--- src/rtl/spi_mem_responder.sv ---
// SPI mode-0 target that bridges serial-SRAM READ (0x03) / WRITE (0x02) commands onto a
// byte-wide synchronous memory port; SPI pins are oversampled in the clk domain (clk >= 8x sclk).
//
// state  | meaning
// IDLE   | deselected, or selected before a fresh cs_n falling edge
// CMD    | shifting in the command byte
// ADDR   | shifting in the address; read prefetch issued after the last bit
// READ   | streaming memory bytes out on miso
// WRITE  | writing each received byte to memory
// IGNORE | unknown command, waits for cs_n to rise
module spi_mem_responder #(
    parameter int ADDR_BYTES  = 2,
    parameter int SYNC_STAGES = 2
) (
    input  logic                      clk,
    input  logic                      rst,
    input  logic                      sclk,
    input  logic                      cs_n,
    input  logic                      mosi,
    output logic                      miso,
    output logic                      miso_oe,
    output logic [8*ADDR_BYTES-1:0]   mem_addr,
    output logic                      mem_re,
    input  logic [7:0]                mem_rdata,
    output logic                      mem_we,
    output logic [7:0]                mem_wdata,
    output logic                      busy,
    output logic                      bad_cmd
);

    localparam int AW  = 8 * ADDR_BYTES;
    localparam int BCW = $clog2(ADDR_BYTES + 1);
    localparam logic [7:0] CMD_READ  = 8'h03;
    localparam logic [7:0] CMD_WRITE = 8'h02;

    typedef enum logic [2:0] {
        S_IDLE, S_CMD, S_ADDR, S_READ, S_WRITE, S_IGNORE
    } state_t;

    state_t state, state_nx;

    logic [SYNC_STAGES-1:0] sclk_sync, cs_sync, mosi_sync, sync_valid;
    logic sclk_prev, cs_prev, armed;
    logic sclk_s, cs_s, mosi_s;
    logic sclk_rise, sclk_fall, cs_fall;

    logic [2:0]     bit_cnt;
    logic [BCW-1:0] byte_cnt;
    logic [7:0]     rx_sr, tx_sr, rx_byte;
    logic           is_read, skip_fall, rd_valid;
    logic           byte_done, last_addr_bit, cmd_ok;

    assign sclk_s    = sclk_sync[SYNC_STAGES-1];
    assign cs_s      = cs_sync[SYNC_STAGES-1];
    assign mosi_s    = mosi_sync[SYNC_STAGES-1];
    assign sclk_rise = sclk_s & ~sclk_prev;
    assign sclk_fall = ~sclk_s & sclk_prev;
    // armed blocks a transaction that was already selected when reset was released
    assign cs_fall   = cs_prev & ~cs_s & armed;

    assign rx_byte       = {rx_sr[6:0], mosi_s};
    assign byte_done     = sclk_rise && (bit_cnt == 3'd7);
    assign last_addr_bit = (state == S_ADDR) && byte_done && (byte_cnt == BCW'(ADDR_BYTES - 1));
    assign cmd_ok        = (rx_byte == CMD_READ) || (rx_byte == CMD_WRITE);

    assign miso    = tx_sr[7];
    assign miso_oe = (state == S_READ) && !cs_s;
    assign busy    = ~cs_s;

    always_ff @(posedge clk or posedge rst) begin
        if (rst) begin
            sclk_sync  <= '0;
            cs_sync    <= '1;
            mosi_sync  <= '0;
            sync_valid <= '0;
            sclk_prev  <= 1'b0;
            cs_prev    <= 1'b1;
            armed      <= 1'b0;
        end else begin
            sclk_sync  <= (sclk_sync << 1) | SYNC_STAGES'(sclk);
            cs_sync    <= (cs_sync << 1) | SYNC_STAGES'(cs_n);
            mosi_sync  <= (mosi_sync << 1) | SYNC_STAGES'(mosi);
            sync_valid <= (sync_valid << 1) | SYNC_STAGES'(1);
            sclk_prev  <= sclk_s;
            cs_prev    <= cs_s;
            armed      <= armed | (sync_valid[SYNC_STAGES-1] & cs_s);
        end
    end

    always_ff @(posedge clk or posedge rst) begin
        if (rst) state <= S_IDLE;
        else     state <= state_nx;
    end

    always_comb begin
        state_nx = state;
        if (cs_s) begin
            state_nx = S_IDLE;
        end else begin
            case (state)
                S_IDLE:  if (cs_fall) state_nx = S_CMD;
                S_CMD:   if (byte_done) state_nx = cmd_ok ? S_ADDR : S_IGNORE;
                S_ADDR: begin
                    if (is_read) begin
                        if (rd_valid) state_nx = S_READ;
                    end else if (last_addr_bit) begin
                        state_nx = S_WRITE;
                    end
                end
                default: state_nx = state;
            endcase
        end
    end

    always_ff @(posedge clk or posedge rst) begin
        if (rst) begin
            bit_cnt   <= '0;
            byte_cnt  <= '0;
            rx_sr     <= '0;
            tx_sr     <= '0;
            is_read   <= 1'b0;
            skip_fall <= 1'b0;
            rd_valid  <= 1'b0;
            mem_addr  <= '0;
            mem_re    <= 1'b0;
            mem_we    <= 1'b0;
            mem_wdata <= '0;
            bad_cmd   <= 1'b0;
        end else begin
            mem_re   <= 1'b0;
            mem_we   <= 1'b0;
            bad_cmd  <= 1'b0;
            rd_valid <= mem_re;
            if (mem_we) mem_addr <= mem_addr + AW'(1);
            if (cs_s) begin
                bit_cnt   <= '0;
                byte_cnt  <= '0;
                rx_sr     <= '0;
                tx_sr     <= '0;
                skip_fall <= 1'b0;
            end else begin
                if (sclk_rise && state != S_IDLE) begin
                    bit_cnt <= bit_cnt + 3'd1;
                    rx_sr   <= rx_byte;
                end
                case (state)
                    S_CMD: begin
                        if (byte_done) begin
                            is_read <= (rx_byte == CMD_READ);
                            bad_cmd <= !cmd_ok;
                        end
                    end
                    S_ADDR: begin
                        if (sclk_rise) begin
                            mem_addr <= {mem_addr[AW-2:0], mosi_s};
                            if (bit_cnt == 3'd7) byte_cnt <= byte_cnt + BCW'(1);
                            if (last_addr_bit) begin
                                mem_re    <= is_read;
                                skip_fall <= 1'b1;
                            end
                        end
                    end
                    S_READ: begin
                        // the fall right after a byte boundary presents the freshly loaded MSB
                        if (byte_done) begin
                            mem_addr  <= mem_addr + AW'(1);
                            mem_re    <= 1'b1;
                            skip_fall <= 1'b1;
                        end else if (sclk_fall) begin
                            if (skip_fall) skip_fall <= 1'b0;
                            else           tx_sr     <= {tx_sr[6:0], 1'b0};
                        end
                    end
                    S_WRITE: begin
                        if (byte_done) begin
                            mem_we    <= 1'b1;
                            mem_wdata <= rx_byte;
                        end
                    end
                    default: ;
                endcase
                if (rd_valid) tx_sr <= mem_rdata;
            end
        end
    end

endmodule
--- config.mk ---
export PLATFORM = sky130hd
export DESIGN_NAME = spi_mem_responder
export DESIGN_NICKNAME = d
export VERILOG_FILES = /design/src/rtl/spi_mem_responder.sv
export SDC_FILE = /design/constraint.sdc
export NUM_CORES = 1
export LEC_CHECK = 0
export CORE_MARGIN = 3
export CORE_UTILIZATION = 55
export CTS_CLUSTER_DIAMETER = 30
export CTS_CLUSTER_SIZE = 40
export DETAILED_ROUTE_END_ITERATION = 12
export MAX_ROUTING_LAYER = met4
export PLACE_DENSITY = 0.88
export SLEW_MARGIN = 0
export SYNTH_ARGS = -nofsm -noshare
export SYNTH_HDL_FRONTEND = slang
export SYNTH_SLANG_ARGS = --single-unit
--- constraint.sdc ---
create_clock -name clk -period 2.5 [get_ports clk]
set_input_delay 0.5 -clock clk [delete_from_list [all_inputs] [get_ports clk]]
set_output_delay 0.5 -clock clk [all_outputs]
set_load 0.005 [all_outputs]
==> impl_results.md, run 1 <==
* Via count at 2,714
* Synth Register Bits at 64
* CP startpoint: state[0]
* Seq/Total Area, Yosys at 48.6%
* Total wire length at 7000 um
* RSZ-0062 raised after global routing: no
* Die height at 83.5 um
* Starting density of the core at 58.5%
* Vias in the first global route at 2,682
* Pwr Total at 0.00242 W
* Clk buf depth at 2
* Final worst-path cycle share at 92.4%
* GR Util met1 at 27.3%
* Main area contributors after synthesis: dfrtp_1 (46%), mux2i_1 (3.9%), nor2_1 (3.4%)
* Worst reg2reg setup slack at 0.42 ns
* DR iter-0 viols at 199
* Number of distinct library cells after synthesis at 60
* Worst-skew pair later-pin latency at 0.34 ns
* Startpoint Class: flip-flop
* Share of cells above drive strength 1 at 10.7%
* Vias/cell at 6.10
* Final setup fails at 0
* CORE AREA at 0.00564 mm^2
* Setup CP Type: reg -> out
* EDFF count, synth at 0
* GR peak layer: met2
* Worst setup endpoint: miso_oe
* Routing usage on met2 at 34.8%
* Critical path arrival at 1.81 ns
* First-pass GRT wire length at 12,200 um
* Syn Nets at 346
* Slew Viols, Final at 0
* Synthesized instance count at 329
* CTS clk-pin slew, worst paths at 0.06 ns
* Avg Inst Size Synth at 10.0 um^2
* Final Hold Viols at 0
* Mapped Area at 0.00330 mm^2
* Pleak at 1.68 nW
* GRT Residual Overflow at 0
* Final Skew at 0.00940 ns
* Yosys top cell by area: dfrtp_1
* Antenna diodes at 0
* Most common cell in the synthesized netlist: dfrtp_1
* Worst r2r dst: mem_addr[11]
* Initial antenna violation count at 0
* Top FF cell, synth: dfrtp_1
* CTS sink count at 64
* Worst-path fanout max at 20
* Worst min path class: reg -> reg
* IO Port Bufs at 42
* CTS tree: done
* Post-CTS setup buffers at 0
* Pre-antenna DRT Iters at 6
* Placed cell areas at 0.00376 mm^2
* Die width at 83.5 um
* Post-synth top cells: dfrtp_1 (61), nor2_1 (30), nand2_1 (28)
* Yosys top cell area share at 46.2%
* Hpwl dp at 4970 um
* VDD IR max at 498 uV
* Root buf cell: clkbuf_8
* Max cap viols at 0
* M3 GR Usage at 6.32%
* Post-route ant nets at 0
* Residual DRC at 0
* Worst endpoint required time at 2.00 ns
* CTS buffer count at 9
* Min Tclk post-route at 2.31 ns
* Final RePlAce weighted congestion at 0.960
* Fmax at 433 MHz
* Max_slew headroom at 58.4%
* Top Ports at 43
* CTS resizes at 0
* Pwr Density at 613 mW/mm^2
* H-Tree Depth at 3
* Finished Cell Area at 0.00395 mm^2
* # hold bufs at CTS at 0
* Setup_tns at 0 ns
* Fraction of synthesis flops using an asynchronous set or reset pin at 100%
* Routed WL per cell at 15.7 um
* Post-layout net count at 385
* Worst slew pin tran at 0.624 ns
* Pin count of the biggest net entering global routing at 27
* Reg2Reg Launch Point: bit_cnt[0]
* Status: complete, no violations
* Crit. End Element: output port
* Layout area overhead at 19.6%
* Syn. warnings at 0
* Worst Reg-to-Reg Cells at 7
* Die Area at 0.00697 mm^2
* FP Rows at 27
* Tot GR Track Use at 21.9%
[where the power goes]
part           internal (W)  switching, W
Sequential          0.00108     0.0000945
Clock              0.000487      0.000375
Combinational      0.000155      0.000233
Total               0.00172      0.000703
[cell families (layout without fill, tap and decap cells)]
kind of cell,count (synthesis),in the layout,share of synthesized area [%]
AO/OA/AOI/OAI,79,79,16.6
XOR/XNOR,11,11,2.92
adder cells (fa/ha/maj),4,4,1.52
buffers and inverters,30,74,4.13
flip-flops,64,64,48.6
multiplexers,28,28,9.05
other,1,1,0.114
AND/OR/NAND/NOR,112,112,17.1
[state kept, by name, indices dropped and copies added, names as in the netlist, 2 cells and up]
name,flops
mem_addr,16
mem_wdata,8
tx_sr,8
rx_sr,7
bit_cnt,3
state,3
byte_cnt,2
cs_sync,2
mosi_sync,2
sclk_sync,2
sync_valid,2
[routing by layer]
metal,share of wire [%],vias to the layer above,routed length (um)
met2,50,101,3510
met1,42,1344,2960
li1,-,1258,-
met3,6.2,11,436
met4,1.3,0,93
met5,0,-,0
[worst max-delay path, cell delays in order, from the launching register on]
cell             delay (ns)
dfrtp_1                0.74
and2_1                 0.23
clkdlybuf4s50_1        0.50
[how the worst min path moves through the flow]
stage | startpoint | endpoint | slack, ns | cells after the start
3_5_place_dp | sclk_sync[0] | sclk_sync[1] | 0.34 | 0
5_1_grt | mosi_sync[0] | mosi_sync[1] | 0.35 | 0
3_3_place_gp | sclk_sync[0] | sclk_sync[1] | 0.33 | 0
6_report | mosi_sync[0] | mosi_sync[1] | 0.35 | 0
4_1_cts | mosi_sync[0] | mosi_sync[1] | 0.35 | 0
2_1_floorplan | mosi_sync[0] | mosi_sync[1] | 0.33 | 0
[metrics by stage]
step	hold WS [ns]	instances	setup slack, ns	utilization, %
after CTS	0.352	445	0.169	70.0
after detailed placement	0.344	429	0.457	66.6
final	0.350	445	0.191	70.0
after global routing	0.351	445	0.113	70.0
after floorplan	0.331	329	0.407	-
after global placement	0.332	429	0.525	66.6
[placed cells by master (no fill, tap or decap), drive strengths merged, types with 6 or more instances in the layout]
master and n:
a21oi 21, a22oi 6, buf 6, clkbuf 13, clkdlybuf4s50 42, dfrtp 61, inv 10, mux2 15
mux2i 13, nand2 28, nand3 14, nor2 32, nor3 10, o21ai 15, o22ai 7, xor2 6
[area by class of cell]
class / count / area [um^2]
clock inverter: 3 / 42.5
fill: 419 / 1690
clock buffer: 13 / 149
multi-input combinational: 235 / 1560
inverter: 10 / 37.5
timing repair buffer: 48 / 465
sequential: 64 / 1610
tap: 72 / 90.1
Power figures use the tool's default switching activity.
==> run 2: changes to the inputs <==
CAP_MARGIN = 20   (was not set)
GPL_TIMING_DRIVEN = 0   (was not set)
==> run 2 against run 1 <==
Utilization is 2.6 points higher; sequential power decreased by 6%; highest routed layer unchanged; clock power grew 31%; combinational power grew 26%; design area grew 3.7%; fmax rose by 1.4%; largest cell class unchanged; clock skew decreased by 0.0036 ns.
==> impl_results.md, run 2 (synthesized netlist as in run 1, its figures left out) <==
* Initial antenna violation count at 0 (unchanged)
* RSZ-0062 raised after global routing: no
* CP Cell Sequence: buf_2 > nor3b_4 > and2_1 > clkdlybuf4s50_1
* Slack of the critical path at 0.223 ns (+0.0319 ns)
* Slew Viols, Final at 0 (unchanged)
* Largest register FFs at 16 (unchanged)
* Largest registers: mem_addr (16), mem_wdata (8), tx_sr (8)
* Vias in the first global route at 2,687 (+0.19%)
* Status: complete, no violations
* Startpoint Class: flip-flop
* Most common cell after layout, fill and taps aside: dfrtp_1
* Pin count of the biggest net entering global routing at 38 (+41%)
* Final worst-path cycle share at 91.1% (-1.3 points)
* Post-route ant nets at 0 (unchanged)
* VDD IR max at 623 uV (+25%)
* Switching part of the total at 28.5% (-0.50 points)
* Pwr Density at 665 mW/mm^2 (+8.5%)
* Fmax at 439 MHz (+1.4%)
* Worst min path class: reg -> reg
* First-pass GRT wire length at 12,800 um (+5.7%)
* Setup_tns at 0 ns (unchanged)
* Die width at 83.5 um (unchanged)
* Critical path arrival at 1.78 ns (-0.03 ns)
* Worst hold slack at 0.349 ns (-0.0000810 ns)
* P_sw at 0.000777 W (+11%)
* IO Port Bufs at 42 (unchanged)
* Final RePlAce weighted congestion at 0.924 (-3.7%)
* # hold bufs at CTS at 0 (unchanged)
* Die Area at 0.00697 mm^2 (unchanged)
* Internal at 0.00195 W (+13%)
* Final Skew at 0.00584 ns (-0.00356 ns)
* CTS clk-pin slew, worst paths at 0.07 ns (about the same)
* Pleak at 1.75 nW (+4.4%)
* Share of cells above drive strength 1 at 12.4% (+1.6 points)
* Root buf cell: clkbuf_8
* Total wire length at 7520 um (+7.4%)
* Via count at 2,744 (+1.1%)
* CTS tree: done
* FP Rows at 27 (unchanged)
* Tot GR Track Use at 23.4% (+1.5 points)
* Max_slew headroom at 48.1% (-10 points)
* Sequential share of power at 40.5% (-7.9 points)
* Worst endpoint required time at 2.00 ns (about the same)
* Worst-skew pair later-pin latency at 0.35 ns (about the same)
* Die height at 83.5 um (unchanged)
* Final setup fails at 0 (unchanged)
* Leading cell types in the layout, fill and taps excluded: dfrtp_1 (61), clkdlybuf4s50_1 (42), nor2_1 (30), nand2_1 (28), a21oi_1 (21)
* Clock share of power at 41.5% (+5.9 points)
* Hpwl dp at 5230 um (+5.2%)
* Layout area overhead at 24.0%
* CTS sink count at 64 (unchanged)
* Residual DRC at 0 (unchanged)
* CTS buffer count at 9 (unchanged)
* Setup CP Type: reg -> out
* GRT Residual Overflow at 0 (unchanged)
* Pre-antenna DRT Iters at 5 (-1)
* Min Tclk post-route at 2.28 ns (-0.0319 ns)
* DR iter-0 viols at 146 (-27%)
* Worst-path fanout max at 10 (-50%)
* Crit. End Element: output port
* Top Ports at 43 (unchanged)
* Routed WL per cell at 16.3 um (+3.9%)
* Starting density of the core at 58.5% (unchanged)
* Fin util at 72.6% (+2.6 points)
* Crit-path slowest cell: clkdlybuf4s50_1
* Vias/cell at 5.97 (-2.2%)
* Max cap viols at 0 (unchanged)
* Largest register by flop count: mem_addr
* Post-layout net count at 400 (+3.9%)
* Clk buf depth at 2 (unchanged)
* Worst slew pin tran at 0.773 ns (+0.149 ns)
* CP max stage delay at 0.50 ns (-0.24 ns)
* H-Tree Depth at 3 (unchanged)
* Combinational Power Share at 18.0% (+2.0 points)
* Final Hold Viols at 0 (unchanged)
* Antenna diodes at 0 (unchanged)
* CORE AREA at 0.00564 mm^2 (unchanged)
* Pre-CTS WS at 0.241 ns (-0.216 ns)
-- run 2: power groups by stage --
stage,Clock (W),Sequential [W],Combinational [W]
2_1_floorplan,0,0.00112,0.000352
3_3_place_gp,0,0.00112,0.000457
3_5_place_dp,0,0.00112,0.000474
4_1_cts,0.00114,0.00110,0.000493
5_1_grt,0.00118,0.00111,0.000547
6_report,0.00113,0.00110,0.000490
-- run 2: path summary, 6_finish.rpt --
path / start / endpoint / slack [ns] / cells after the start
max: state[1] / miso_oe / 0.22 / 4
min in group asynchronous: rst / tx_sr[7] / 0.54 / 2
min reg2reg: sync_valid[0] / sync_valid[1] / 0.35 / 0
max in group asynchronous: rst / cs_sync[0] / 1.30 / 3
min: sync_valid[0] / sync_valid[1] / 0.35 / 0
max reg2reg: bit_cnt[0] / mem_addr[11] / 0.31 / 8
-- run 2: layout make-up --
type | instances | area [um^2]
Multi-Input combinational cell | 235 | 1570
Sequential cell | 64 | 1610
Inverter | 10 | 37.5
Clock buffer | 10 | 138
Fill cell | 411 | 1550
Timing Repair Buffer | 44 | 448
Tap cell | 72 | 90.1
Buffer | 19 | 95.1
Clock inverter | 6 | 115
-- run 2: metrics by stage --
step / instances / power (W) / cell area (um^2)
after global routing: 460 / 0.00283 / 4100
after floorplan: 329 / 0.00147 / 3300
after CTS: 461 / 0.00274 / 4100
after global placement: 443 / 0.00158 / 3810
final: 460 / 0.00272 / 4100
after detailed placement: 444 / 0.00160 / 3830
-- run 2: per-layer routing --
| layer | track usage, % | part of all wire (%) |
|---|---|---|
| met4 | 8.92 | 1.7 |
| met3 | 3.65 | 5.9 |
| met5 | - | 0 |
| met1 | 29.8 | 44 |
| met2 | 38.0 | 49 |
-- run 2: timing repair --
action                     in CTS  in global routing
setup endpoints to repair       1                  1
setup buffers                   1                  0
gates resized for setup         1                  0
hold endpoints to repair        0                  0
-- run 2: worst max-delay path, delay by kind of cell, from the launching register on --
family	cells	cell delay (ns)
and+or+nand+nor	2	0.37
buffers and inverters	2	0.71
DFF	1	0.34
==> run 3: changes to the inputs <==
SLEW_MARGIN = 20   (was 0)
==> run 3 against run 2 <==
Worst hold slack about the same; cell count stayed put; flip-flop and latch count did not move; sequential share of layout area increased by 0.29 points; die area unchanged; critical path depth unchanged; sequential power is essentially flat; clock skew down 0.00063 ns; setup slack got worse by 0.019 ns; clock-buffer cell count unchanged; global-route usage is 0.093 points higher; critical endpoint unchanged.
==> impl_results.md, run 3 (synthesized netlist as in run 1, its figures left out) <==
* CTS sink count at 64 (unchanged)
* Met3 wire len at 396 um (-11%)
* Sequential share of power at 42.7% (+2.2 points)
* Most common cell after layout, fill and taps aside: dfrtp_1
* Fillcell total at 417 (+1.5%)
* Final RePlAce weighted congestion at 0.924 (unchanged)
* Setup CP Type: reg -> out
* Finished Cell Area at 0.00407 mm^2 (-0.73%)
* Final Hold Viols at 0 (unchanged)
* Die width at 83.5 um (unchanged)
* Min Tclk post-route at 2.30 ns (+0.0193 ns)
* Largest register FFs at 16 (unchanged)
* Pwr Density at 637 mW/mm^2 (-4.2%)
* Multi-input logic area at 0.00157 mm^2 (unchanged)
* Routed WL per cell at 16.1 um (-1.5%)
* FP Rows at 27 (unchanged)
* Max_slew headroom at 45.7% (-2.4 points)
* Worst endpoint required time at 2.00 ns (about the same)
* # hold bufs at CTS at 0 (unchanged)
* Final setup fails at 0 (unchanged)
* Clock share of power at 38.2% (-3.3 points)
* Starting density of the core at 58.5% (unchanged)
* Status: complete, no violations
* Vias in the first global route at 2,663 (-0.89%)
* Max cap viols at 0 (unchanged)
* VDD IR max at 692 uV (+11%)
* Critical path arrival at 1.80 ns (+0.02 ns)
* Via count at 2,721 (-0.84%)
* P_sw at 0.000771 W (-0.77%)
* Root buf cell: clkbuf_8
* Die Area at 0.00697 mm^2 (unchanged)
* Startpoint Class: flip-flop
* Uppermost layer routed: met4
* IO Port Bufs at 42 (unchanged)
* Initial antenna violation count at 0 (unchanged)
* Vias/cell at 5.92 (-0.84%)
* Final Skew at 0.00522 ns (-0.000626 ns)
* Worst-path fanout max at 10 (unchanged)
* Pleak at 1.73 nW (-1.1%)
* CTS tree: done
* RSZ-0062 raised after global routing: no
* GRT Residual Overflow at 0 (unchanged)
* Combinational Power Share at 19.1% (+1.1 points)
* Worst slew pin tran at 0.809 ns (+0.0357 ns)
* Residual DRC at 0 (unchanged)
* Top Ports at 43 (unchanged)
* Placed cell areas at 0.00384 mm^2 (about the same)
* Pre-antenna DRT Iters at 4 (-1)
* Leading cell types in the layout, fill and taps excluded: dfrtp_1 (61), clkdlybuf4s50_1 (42), nor2_1 (30), nand2_1 (28), a21oi_1 (21)
* Largest registers: mem_addr (16), mem_wdata (8), tx_sr (8)
* Slew Viols, Final at 0 (unchanged)
* Share of cells above drive strength 1 at 12.1% (-0.26 points)
* Post-route ant nets at 0 (unchanged)
* Final worst-path cycle share at 91.9% (+0.77 points)
* Worst-skew pair later-pin latency at 0.34 ns (about the same)
* Detailed route wirelength on metal2 at 3590 um (-1.8%)
* Fmax at 435 MHz (-0.84%)
* First-pass GRT wire length at 13,000 um (+0.97%)
* Worst min path class: reg -> reg
* Switching part of the total at 29.8% (+1.2 points)
* Die height at 83.5 um (unchanged)
* Crit. End Element: output port
* Tot GR Track Use at 23.5% (+0.093 points)
* DR iter-0 viols at 268 (+84%)
* Antenna diodes at 0 (unchanged)
* Total wire length at 7410 um (-1.5%)
* H-Tree Depth at 3 (unchanged)
* CORE AREA at 0.00564 mm^2 (unchanged)
* Hpwl dp at 5210 um (-0.47%)
* CTS buffer count at 9 (unchanged)
* Pin count of the biggest net entering global routing at 42 (+11%)
* Layout area overhead at 23.1%
* Post-layout net count at 400 (unchanged)
* Clk buf depth at 2 (unchanged)
* Fin util at 72.1% (-0.53 points)
* Internal at 0.00182 W (-6.5%)
* Reg area at 0.00161 mm^2 (unchanged)
* Largest register by flop count: mem_addr
* CTS clk-pin slew, worst paths at 0.07 ns (about the same)
* WL met1 at 3300 um (+0.40%)
## run 3: cell count changes in the layout (fill, tap and decap cells not counted), sizes merged
cell      before  now
bufinv         3    2
clkinvlp       1    2
## run 3: worst max-delay path: stages, from the launching register on
cell	delay (ns)
dfrtp_1	0.34
buf_2	0.21
nor3b_4	0.26
and2_1	0.16
clkdlybuf4s50_1	0.49
## run 3: cell type report
| cell class | instances | area share (%) |
|---|---|---|
| well taps | 72 | 2.22 |
| clock inverters | 6 | 2.28 |
| flip-flops and latches | 64 | 39.5 |
| clock buffers | 10 | 3.14 |
| plain buffers | 19 | 2.34 |
| multi-input cells | 235 | 38.6 |
| inverters | 10 | 0.985 |
| repair buffers | 44 | 11.0 |
## run 3: worst paths after layout
path / startpoint / end / slack [ns] / cells after the start
min: sync_valid[0] / sync_valid[1] / 0.35 / 0
min in group asynchronous: rst / tx_sr[7] / 0.47 / 2
max in group asynchronous: rst / cs_sync[0] / 1.47 / 3
max reg2reg: bit_cnt[0] / mem_addr[11] / 0.32 / 8
min reg2reg: sync_valid[0] / sync_valid[1] / 0.35 / 0
max: state[1] / miso_oe / 0.20 / 4
## run 3: metrics by stage
stage / setup TNS (ns) / std cells / setup WS (ns) / power [W] / hold slack [ns]
after floorplan: 0 / 329 / 0.407 / 0.00147 / 0.331
after global placement: -37.58 / 443 / -0.617 / 0.00158 / 0.331
after detailed placement: 0 / 444 / 0.259 / 0.00160 / 0.335
after CTS: 0 / 460 / 0.0117 / 0.00260 / 0.350
after global routing: 0 / 460 / 0.112 / 0.00271 / 0.367
final: 0 / 460 / 0.204 / 0.00259 / 0.350
## run 3: timing repair
action                     in CTS  in global routing
resized for setup               1                  0
setup buffers                   0                  1
setup endpoints to repair       1                  1
## run 3: power by group through the flow
| stage | Combinational (W) | Clock [W] | Sequential [W] |
|---|---|---|---|
| 2_1_floorplan | 0.000352 | 0 | 0.00112 |
| 3_3_place_gp | 0.000457 | 0 | 0.00112 |
| 3_5_place_dp | 0.000477 | 0 | 0.00112 |
| 4_1_cts | 0.000489 | 0.00100 | 0.00110 |
| 5_1_grt | 0.000543 | 0.00105 | 0.00111 |
| 6_report | 0.000495 | 0.000991 | 0.00111 |
## run 3: layer usage
metal  global-route usage (%)  vias to the layer above
li1                         -                     1287
met1                     31.4                     1327
met2                     36.6                       93
met3                     3.95                       14
met4                     8.33                        0
met5                        -                        -
